[src/rtl/trng_arbiter.sv]
// Round-robin arbiter sharing one TRNG FIFO read port among N_REQ cores.
// Grants a burst of LEN words and returns each through valid/ready.
module trng_arbiter #(
  parameter int N_REQ      = 4,
  parameter int Dbw        = 32,
  parameter int LEN_W      = 8,
  parameter int ADDR_WIDTH = 13,
  parameter int MIN_OCCP   = 4,
  parameter int READ_LAT   = 1
) (
  input  logic                   clock,
  input  logic                   reset_n,
  input  logic [N_REQ-1:0]       req,
  input  logic [N_REQ*LEN_W-1:0] req_len,
  output logic [N_REQ-1:0]       gnt,
  output logic [Dbw-1:0]         rd_data,
  output logic [N_REQ-1:0]       rd_valid,
  input  logic [N_REQ-1:0]       rd_ready,
  output logic [N_REQ-1:0]       done,
  output logic                   busy,
  output logic                   trng_ren,
  output logic                   trng_read,
  input  logic                   trng_valid,
  input  logic [ADDR_WIDTH-1:0]  trng_occp,
  input  logic [Dbw-1:0]         trng_out
);

  localparam int PW = (N_REQ > 1) ? $clog2(N_REQ) : 1;

  typedef enum logic [2:0] {
    IDLE, ISSUE, WAIT, DELIVER, FIN
  } state_t;

  state_t           st_q, st_d;
  logic [PW-1:0]    ptr_q, ptr_d;
  logic [LEN_W-1:0] cnt_q, cnt_d;
  logic [1:0]       lat_q, lat_d;
  logic [N_REQ-1:0] gnt_q, gnt_d;
  logic [N_REQ-1:0] vld_q, vld_d;
  logic [N_REQ-1:0] done_q, done_d;
  logic [Dbw-1:0]   data_q, data_d;
  logic             ren_q, ren_d;
  logic             rd_q, rd_d;
  logic             busy_q;

  logic             hit;
  logic [PW-1:0]    sel;
  logic [LEN_W-1:0] sel_len;
  logic             occ_ok;
  logic             abort;

  // Search starts just after the last winner, so it ends up lowest priority.
  always_comb begin
    hit = 1'b0;
    sel = '0;
    for (int k = 1; k <= N_REQ; k++) begin
      if (!hit && req[(int'(ptr_q) + k) % N_REQ]) begin
        hit = 1'b1;
        sel = PW'((int'(ptr_q) + k) % N_REQ);
      end
    end
  end

  assign sel_len = req_len[int'(sel)*LEN_W +: LEN_W];
  assign occ_ok  = trng_occp >= ADDR_WIDTH'(MIN_OCCP);
  assign abort   = !req[ptr_q];

  always_comb begin
    st_d   = st_q;
    ptr_d  = ptr_q;
    cnt_d  = cnt_q;
    lat_d  = lat_q;
    gnt_d  = gnt_q;
    vld_d  = vld_q;
    done_d = '0;
    data_d = data_q;
    ren_d  = ren_q;
    rd_d   = 1'b0;
    unique case (st_q)
      IDLE: begin
        if (hit) begin
          gnt_d = {{(N_REQ-1){1'b0}}, 1'b1} << sel;
          ren_d = 1'b1;
          cnt_d = sel_len;
          ptr_d = sel;
          st_d  = (sel_len == '0) ? FIN : ISSUE;
        end
      end
      ISSUE: begin
        if (trng_valid && occ_ok) begin
          rd_d  = 1'b1;
          lat_d = '0;
          st_d  = WAIT;
        end
      end
      WAIT: begin
        if (lat_q == 2'(READ_LAT-1)) begin
          data_d = trng_out;
          vld_d  = gnt_q;
          st_d   = DELIVER;
        end else begin
          lat_d = lat_q + 2'd1;
        end
      end
      DELIVER: begin
        if (rd_ready[ptr_q]) begin
          vld_d = '0;
          cnt_d = cnt_q - 1'b1;
          st_d  = (cnt_q == LEN_W'(1)) ? FIN : ISSUE;
        end
      end
      FIN: begin
        done_d = gnt_q;
        gnt_d  = '0;
        ren_d  = 1'b0;
        st_d   = IDLE;
      end
      default: st_d = IDLE;
    endcase
    // Requester gave up: drop everything, including a word in flight.
    if ((st_q == ISSUE || st_q == WAIT || st_q == DELIVER) && abort) begin
      st_d  = IDLE;
      gnt_d = '0;
      vld_d = '0;
      ren_d = 1'b0;
      rd_d  = 1'b0;
      cnt_d = '0;
    end
  end

  always_ff @(posedge clock or negedge reset_n) begin
    if (!reset_n) begin
      st_q   <= IDLE;
      ptr_q  <= PW'(N_REQ-1);
      cnt_q  <= '0;
      lat_q  <= '0;
      gnt_q  <= '0;
      vld_q  <= '0;
      done_q <= '0;
      data_q <= '0;
      ren_q  <= 1'b0;
      rd_q   <= 1'b0;
      busy_q <= 1'b0;
    end else begin
      st_q   <= st_d;
      ptr_q  <= ptr_d;
      cnt_q  <= cnt_d;
      lat_q  <= lat_d;
      gnt_q  <= gnt_d;
      vld_q  <= vld_d;
      done_q <= done_d;
      data_q <= data_d;
      ren_q  <= ren_d;
      rd_q   <= rd_d;
      busy_q <= (st_d != IDLE);
    end
  end

  assign gnt       = gnt_q;
  assign rd_data   = data_q;
  assign rd_valid  = vld_q;
  assign done      = done_q;
  assign busy      = busy_q;
  assign trng_ren  = ren_q;
  assign trng_read = rd_q;

endmodule

[config.mk]
export PLATFORM = sky130hd
export DESIGN_NAME = trng_arbiter
export DESIGN_NICKNAME = d
export VERILOG_FILES = /design/src/rtl/trng_arbiter.sv
export SDC_FILE = /design/constraint.sdc
export NUM_CORES = 1
export LEC_CHECK = 0
export CORE_MARGIN = 2
export CORE_UTILIZATION = 35
export CTS_CLUSTER_DIAMETER = 60
export CTS_CLUSTER_SIZE = 14
export DETAILED_ROUTE_END_ITERATION = 12
export PLACE_DENSITY = 0.72
export SLEW_MARGIN = 20
export SYNTH_ARGS = -nofsm -noshare
export SYNTH_HDL_FRONTEND = slang
export SYNTH_SLANG_ARGS = --single-unit
[constraint.sdc]
create_clock -name clock -period 7.29 [get_ports clock]
set_input_delay 1.458 -clock clock [delete_from_list [all_inputs] [get_ports clock]]
set_output_delay 1.458 -clock clock [all_outputs]
set_load 0.02 [all_outputs]
==> Implementation_results.wiki, run 1 <==
{| class="wikitable"
! Metric !! Value
|-
| Routed len/inst || 16.1 µm
|-
| Summed instance area of the synthesized netlist || between 0.003 and 0.004 mm²
|-
| Number of buffer cells added on primary ports || 132
|-
| Min Clock Period, post-route || 3990 ps
|-
| Worst Hold Margin || approximately 500 ps
|-
| Detail Route Antenna Nets || 0
|-
| Top-count cell post-synth || sky130_fd_sc_hd__dfrtp_1
|-
| Worst R2R Path Depth || 7
|-
| Die outline area || about 0.010 mm²
|-
| Top post-synthesis cells by area || sky130_fd_sc_hd__dfrtp_1 (47%), sky130_fd_sc_hd__mux2_2 (12%), sky130_fd_sc_hd__nor3b_1 (3.3%)
|-
| Number of H-tree branching levels || 3
|-
| Ranking of synthesized cells by instance count || sky130_fd_sc_hd__dfrtp_1 (60), sky130_fd_sc_hd__mux2_2 (33), sky130_fd_sc_hd__nor2_1 (24)
|-
| Avg Synthesized Cell Area || approximately 11 µm²
|-
| Seq/Total Area, Yosys || 48.4%
|-
| Mapped Nets || roughly 390
|-
| Crit path arrival time || 4260 ps
|-
| Hold buffers post-CTS || 0
|-
| Leak Pwr || 1.92 nW
|-
| Synthesized netlist cell count || between 200 and 300
|-
| Cts repair resizes || 0
|-
| Hold Path Sink || cnt_q[5]$_DFFE_PN0P_
|-
| Post-CTS setup buffer count || 0
|-
| Kind of launch point of the worst setup path || input pin
|-
| Routability congestion estimate || 0.847
|-
| Number of global-route vias before repair || 2,848
|-
| Count of endpoints failing setup in the final report || 0
|-
| P per Cell Area || 412 mW/mm²
|-
| Initial antenna violation count || 0
|-
| Sum of routed wire length over all layers || 8670 µm
|-
| Relative max-transition margin || 35.1%
|-
| Count of flip-flops with a built-in enable after synthesis || 0
|-
| Hold Crit Depth || 1
|-
| Number of distinct standard cells referenced by the synthesized netlist || 49
|-
| Clock Pin Slew Worst Setup and Hold Paths || 70 ps
|-
| Worst Path Max Fanout || 17
|-
| Crit Reg-Reg Startpoint || ptr_q[1]$_DFFE_PN1P_
|-
| Unrepaired setup endpoints after global routing || no
|-
| Top Ports || 135
|-
| Chip width || approximately 100 µm
|-
| Aggregate negative setup slack || 0 ps
|-
| Via density per instance || 5.25
|-
| Cell row count || 34
|-
| Final count of hold timing violations || 0
|-
| Antenna cells || 0
|-
| Die height || 99.8 µm
|-
| CORE AREA || ~0.0088 mm²
|-
| FF-to-FF setup slack || 4270 ps
|-
| Hpwl dp || 6640 µm
|-
| Type of element capturing the critical path || register
|-
| Critical path required time || ~7600 ps
|-
| Yosys top cell by area || sky130_fd_sc_hd__dfrtp_1
|-
| Start-to-end type of the worst setup path || input pin to register
|-
| Root buffer cell || sky130_fd_sc_hd__clkbuf_8
|-
| Maximum clock frequency || 251 MHz
|-
| Pin count of the biggest net entering global routing || 63
|-
| Overflow after GRT || 0
|-
| Most frequently used flop master after synthesis || sky130_fd_sc_hd__dfrtp_1
|-
| Total clock buffers created by CTS || 9
|-
| First drt pass iteration count || 4
|-
| Starting Density || 36.5%
|-
| Fraction of post-synthesis cell area in the top cell type by area || 46.7%
|-
| Final critical-path share of the clock period || 54.7%
|-
| VDD IR-drop max || 0.123 mV
|-
| Via Count || 2,824
|-
| Status || finished clean
|-
| Nets || 516
|-
| Fin Clk Skew || 13.8 ps
|-
| Drt drc || 0
|-
| Warnings from Yosys || 0
|-
| #FFs+latches synth || 62
|-
| Capture instance of the worst register-to-register path || st_q[0]$_DFF_PN0_
|-
| Latest clock arrival within the worst-skew pair || 340 ps
|-
| Number of maximum-capacitance constraint violations || 0
|-
| Asr flop ratio synth || 100%
|-
| Buffer levels on the longest clock path || 2
|-
| Hold WC Path Type || register to register
|-
| Sink Count || 62
|-
| First-pass GRT wire length || 13,900 µm
|-
| Area Overhead vs Synth || 49.3%
|-
| Hold Startpoint || cnt_q[5]$_DFFE_PN0P_
|-
| Fraction of final layout cells sized beyond drive strength 1 || 15.3%
|-
| Worst-margin pin slew || 969 ps
|-
| Max Transition Viols Final || 0
|-
| DR iter-0 viols || 147
|-
| GRT Overall Usage || about 18%
|-
| TritonCTS clock tree || done
|}
-- per-stage QoR --
step           utilization (%)  power, mW  setup slack [ps]  cell area (µm²)  std cells
6_report                  54.5       1.98              3300             4800        538
5_1_grt                   54.5       2.11              3110             4800        538
4_1_cts                   54.5       1.99              3350             4800        538
3_5_place_dp              51.9       1.65              2980             4570        522
3_3_place_gp              51.9       1.62              3030             4570        522
2_1_floorplan                -       1.26              4140             3210        296
-- flip-flops by register name (all words and copies together) (netlist names) --
register / cells
rd_data: 32
cnt_q: 8
done: 4
gnt: 4
rd_valid: 4
st_q: 3
lat_q: 2
ptr_q: 2
busy: 1
trng_read: 1
trng_ren: 1
-- final cells by class --
| class | instances | area [µm²] |
|---|---|---|
| inverter | 9 | 33.8 |
| clock inverter | 7 | 100 |
| fill | 796 | 4010 |
| timing repair buffer | 133 | 1320 |
| clock buffer | 9 | 124 |
| tap | 108 | 135 |
| sequential | 62 | 1550 |
| multi-input combinational | 210 | 1530 |
-- metal layers --
layer	global-route usage (%)	routed length, µm	vias up
met1	20.6	3630	1340
met4	4.95	89	0
met2	31.4	4290	117
met5	0	0	-
li1	-	-	1357
met3	5.01	649	10
-- where the power goes --
part           switching (mW)  internal [mW]  total [mW]
Sequential              0.105          0.497       0.602
Clock                   0.141          0.197       0.338
Combinational           0.546          0.490        1.04
Total                   0.792           1.18        1.98
-- placed cells by master, fill, tap and decap left out, types with 2 or more instances in the layout --
cell                              instances
sky130_fd_sc_hd__o21ai_1                  5
sky130_fd_sc_hd__a211oi_2                 4
sky130_fd_sc_hd__a31oi_1                  5
sky130_fd_sc_hd__nor3_1                  10
sky130_fd_sc_hd__bufinv_16                2
sky130_fd_sc_hd__ha_1                     3
sky130_fd_sc_hd__inv_6                    4
sky130_fd_sc_hd__mux2_2                  33
sky130_fd_sc_hd__nand3b_1                 3
sky130_fd_sc_hd__a211oi_1                11
sky130_fd_sc_hd__nor4_1                   4
sky130_fd_sc_hd__o22ai_1                  6
sky130_fd_sc_hd__and3_1                   5
sky130_fd_sc_hd__or3_1                    2
sky130_fd_sc_hd__a22oi_1                  5
sky130_fd_sc_hd__nand2_1                 17
sky130_fd_sc_hd__clkdlybuf4s50_1        131
sky130_fd_sc_hd__nand4b_1                 2
sky130_fd_sc_hd__nand2b_1                 4
sky130_fd_sc_hd__nor3b_1                 14
sky130_fd_sc_hd__a32o_1                   2
sky130_fd_sc_hd__o21ai_0                 12
sky130_fd_sc_hd__a21oi_1                  9
sky130_fd_sc_hd__o2bb2ai_1                2
sky130_fd_sc_hd__o21bai_1                 2
sky130_fd_sc_hd__nor2_1                  24
sky130_fd_sc_hd__clkbuf_8                 9
sky130_fd_sc_hd__nand3_1                  4
sky130_fd_sc_hd__inv_1                    9
sky130_fd_sc_hd__mux2i_1                  3
sky130_fd_sc_hd__dfstp_2                  2
sky130_fd_sc_hd__dfrtp_1                 60
sky130_fd_sc_hd__a21o_1                   2
sky130_fd_sc_hd__and2_1                   2
-- logic make-up after synthesis --
| group | Yosys count | share of synthesized area (%) |
|---|---|---|
| buf+inv | 24 | 4.13 |
| flops | 62 | 48.4 |
| mux | 38 | 13.9 |
| fa+ha+maj | 3 | 1.17 |
| compound gates | 72 | 16.1 |
| simple gates | 97 | 16.3 |
-- critical path: stages --
cell and delay (ps):
sky130_fd_sc_hd__clkdlybuf4s50_1 610, sky130_fd_sc_hd__mux2i_4 120, sky130_fd_sc_hd__o21ai_2 540, sky130_fd_sc_hd__or2_1 690, sky130_fd_sc_hd__a211oi_1 210, sky130_fd_sc_hd__or3_1 410, sky130_fd_sc_hd__a21o_1 160, sky130_fd_sc_hd__nand2_1 60
-- worst max path at each step --
stage	start	endpoint	slack [ps]	cells past startpoint
after global routing	req[0]	st_q[0]$_DFF_PN0_	3110	8
after detailed placement	req[1]	st_q[2]$_DFF_PN0_	2980	8
after floorplan	req[0]	st_q[0]$_DFF_PN0_	4140	8
after global placement	req[1]	cnt_q[7]$_DFFE_PN0P_	3030	8
after CTS	req[1]	cnt_q[7]$_DFFE_PN0P_	3350	8
final	req[1]	cnt_q[7]$_DFFE_PN0P_	3300	8
(Power assumes the default switching activity.)
==> inputs of run 2 (changes only) <==
--- a/config.mk
+++ b/config.mk
@@ -10,7 +10,7 @@
 export CTS_CLUSTER_DIAMETER = 60
 export CTS_CLUSTER_SIZE = 14
 export DETAILED_ROUTE_END_ITERATION = 12
-export PLACE_DENSITY = 0.72
+export PLACE_DENSITY = 0.74
 export SLEW_MARGIN = 20
 export SYNTH_ARGS = -nofsm -noshare
 export SYNTH_HDL_FRONTEND = slang
==> constraint.sdc (replaced) <==
create_clock -name clock -period 3.22 [get_ports clock]
set_input_delay 0.644 -clock clock [delete_from_list [all_inputs] [get_ports clock]]
set_output_delay 0.644 -clock clock [all_outputs]
set_load 0.02 [all_outputs]
==> Implementation_results.wiki, run 2 (synthesized netlist as in run 1, its figures left out) <==
{| class="wikitable"
! Metric !! Value
|-
| Hold WC Path Type || input pin to asynchronous set/reset pin (was register to register)
|-
| Crit path arrival time || 3080 ps (was 4260 ps)
|-
| Number of H-tree branching levels || 3 (unchanged)
|-
| TritonCTS clock tree || done (unchanged)
|-
| Crit Reg-Reg Startpoint || ptr_q[1]$_DFFE_PN1P_ (unchanged)
|-
| Buffer levels on the longest clock path || 2 (unchanged)
|-
| Aggregate negative setup slack || 0 ps (unchanged)
|-
| Maximum clock frequency || about 350 MHz
|-
| Sink Count || 62 (unchanged)
|-
| Critical path required time || 3430 ps (was 7560 ps)
|-
| DR iter-0 viols || 123 (was 147)
|-
| Pin count of the biggest net entering global routing || 58 (was 63)
|-
| Count of endpoints failing setup in the final report || 0 (unchanged)
|-
| Hpwl dp || 6890 µm (was 6640 µm)
|-
| Status || finished clean (unchanged)
|-
| Leading cell types in the layout, fill and taps excluded || sky130_fd_sc_hd__clkdlybuf4s50_1 (131), sky130_fd_sc_hd__dfrtp_1 (60), sky130_fd_sc_hd__mux2_2 (33) (unchanged)
|-
| Routability congestion estimate || 0.866 (was 0.847)
|-
| Max Transition Viols Final || 0 (unchanged)
|-
| Sum of routed wire length over all layers || 8820 µm (was 8670 µm)
|-
| Total Power Consumption || 4.40 mW (was 1.98 mW)
|-
| P per Cell Area || 904 mW/mm² (was 412 mW/mm²)
|-
| Overflow after GRT || 0 (unchanged)
|-
| First drt pass iteration count || 4 (unchanged)
|-
| Biggest cell delay along the critical path || 540 ps (was 690 ps)
|-
| Antenna cells || 0 (unchanged)
|-
| CORE AREA || 0.00881 mm² (unchanged)
|-
| First-pass GRT wire length || 13,900 µm (about the same)
|-
| Number of buffer cells added on primary ports || 132 (unchanged)
|-
| Cell row count || 34 (unchanged)
|-
| Hold buffers post-CTS || 0 (unchanged)
|-
| Via density per instance || 5.25 (about the same)
|-
| Worst R2R Path Depth || 8 (was 7)
|-
| Root buffer cell || sky130_fd_sc_hd__clkbuf_8 (unchanged)
|-
| Type of element capturing the critical path || register (unchanged)
|-
| Kind of launch point of the worst setup path || input pin (unchanged)
|-
| Drt drc || 0 (unchanged)
|-
| Chip width || 99.8 µm (unchanged)
|-
| Total clock buffers created by CTS || 9 (unchanged)
|-
| FF-to-FF setup slack || 590 ps (was 4270 ps)
|-
| Worst Path Max Fanout || 9 (was 17)
|-
| Highest-delay cell along the critical path || sky130_fd_sc_hd__or3_1 (was sky130_fd_sc_hd__or2_1)
|-
| Capture instance of the worst register-to-register path || st_q[0]$_DFF_PN0_ (unchanged)
|-
| Top Ports || 135 (unchanged)
|-
| VDD IR-drop max || 0.326 mV (was 0.123 mV)
|-
| Latest clock arrival within the worst-skew pair || 340 ps (about the same)
|-
| Clock Pin Slew Worst Setup and Hold Paths || 80 ps (was 70 ps)
|-
| Most common library cell in the layout ignoring fill and taps || sky130_fd_sc_hd__clkdlybuf4s50_1 (unchanged)
|-
| Leak Pwr || 1.96 nW (was 1.92 nW)
|-
| Min Clock Period, post-route || approximately 2900 ps
|-
| Nets || 530 (was 516)
|-
| GRT Overall Usage || 17.8% (was 17.6%)
|-
| Post-CTS setup buffer count || 0 (unchanged)
|-
| Count of filler cells inserted in the layout || 795 (was 796)
|-
| Cells along the critical path || clkdlybuf4s50_1 -> o21ai_0 -> a21boi_1 -> or3_1 -> a211oi_1 -> o22ai_1 -> nor4_2 -> o22ai_1 (was clkdlybuf4s50_1 -> mux2i_4 -> o21ai_2 -> or2_1 -> a211oi_1 -> or3_1 -> a21o_1 -> nand2_1)
|-
| Unrepaired setup endpoints after global routing || no (unchanged)
|-
| Top cell by count, worst path || sky130_fd_sc_hd__o22ai_1
|-
| Fin Clk Skew || 9.90 ps (was 13.8 ps)
|-
| Die height || 99.8 µm (unchanged)
|-
| Area Overhead vs Synth || 51.4% (was 49.3%)
|-
| Worst-margin pin slew || 709 ps (was 969 ps)
|-
| Start-to-end type of the worst setup path || input pin to register (unchanged)
|-
| Relative max-transition margin || 52.7% (was 35.1%)
|-
| Starting Density || 36.5% (unchanged)
|-
| Number of global-route vias before repair || 2,866 (was 2,848)
|-
| Max reg flops || 32 (unchanged)
|-
| Final count of hold timing violations || 0 (unchanged)
|-
| Via Count || 2,899 (was 2,824)
|-
| Die outline area || 0.00996 mm² (unchanged)
|-
| Final critical-path share of the clock period || between 80% and 90%
|-
| Fraction of final layout cells sized beyond drive strength 1 || 17.8% (was 15.3%)
|-
| Initial antenna violation count || 0 (unchanged)
|-
| Routed len/inst || 16.0 µm (was 16.1 µm)
|-
| Cts repair resizes || 0 (unchanged)
|-
| Number of maximum-capacitance constraint violations || 0 (unchanged)
|-
| Detail Route Antenna Nets || 0 (unchanged)
|}
==> run 2: power by group <==
part / total [mW] / switching [mW] / internal [mW]
Clock: 0.600 / 0.321 / 0.279
Combinational: 2.43 / 1.25 / 1.18
Sequential: 1.37 / 0.244 / 1.13
==> run 2: cell type report <==
type / count / area (µm²) / area share (%)
clock inverters: 7 / 50.0 / 1.03
inverters: 9 / 33.8 / 0.694
repair buffers: 147 / 1440 / 29.6
clock buffers: 9 / 124 / 2.55
well taps: 108 / 135 / 2.78
flip-flops and latches: 62 / 1550 / 31.9
multi-input cells: 210 / 1530 / 31.4
==> run 2: how the worst max path moves through the flow <==
stage               cells past startpoint  slack (ps)   start                 to
finish                                  8         340  req[0]  st_q[0]$_DFF_PN0_
detailed placement                      8          10  req[0]  st_q[0]$_DFF_PN0_
floorplan                               8         880  req[0]  st_q[0]$_DFF_PN0_
global route                            8         230  req[0]  st_q[0]$_DFF_PN0_
CTS                                     8         370  req[0]  st_q[0]$_DFF_PN0_
global placement                        8          80  req[0]  st_q[0]$_DFF_PN0_
==> run 2: routing by layer <==
layer  part of all wire, %  vias up  wire (µm)  GRT usage (%)
met4                   1.5        0        134           6.53
li1                      -     1390          -              -
met1                    43     1365       3750           21.2
met3                   7.4       15        650           4.46
met5                     0        -          0              0
met2                    49      129       4280           31.3
==> run 2: through the flow <==
| step | hold slack, ps | setup slack [ps] | cell area (µm²) | util (%) | std cells |
|---|---|---|---|---|---|
| finish | 106 | 345 | 4860 | 55.2 | 552 |
| global route | 91.6 | 233 | 4860 | 55.2 | 552 |
| CTS | 99.9 | 370 | 4860 | 55.2 | 552 |
| detailed placement | 471 | 11.4 | 4690 | 53.3 | 536 |
| global placement | 463 | 79.7 | 4690 | 53.3 | 536 |
| floorplan | 348 | 880 | 3210 | - | 296 |
==> run 2: worst max-delay path, delay by kind of cell <==
family                 cells  cell delay (ps)
buffers and inverters      1              490
AOI/OAI and AO/OA          5              960
and+or+nand+nor            2              980
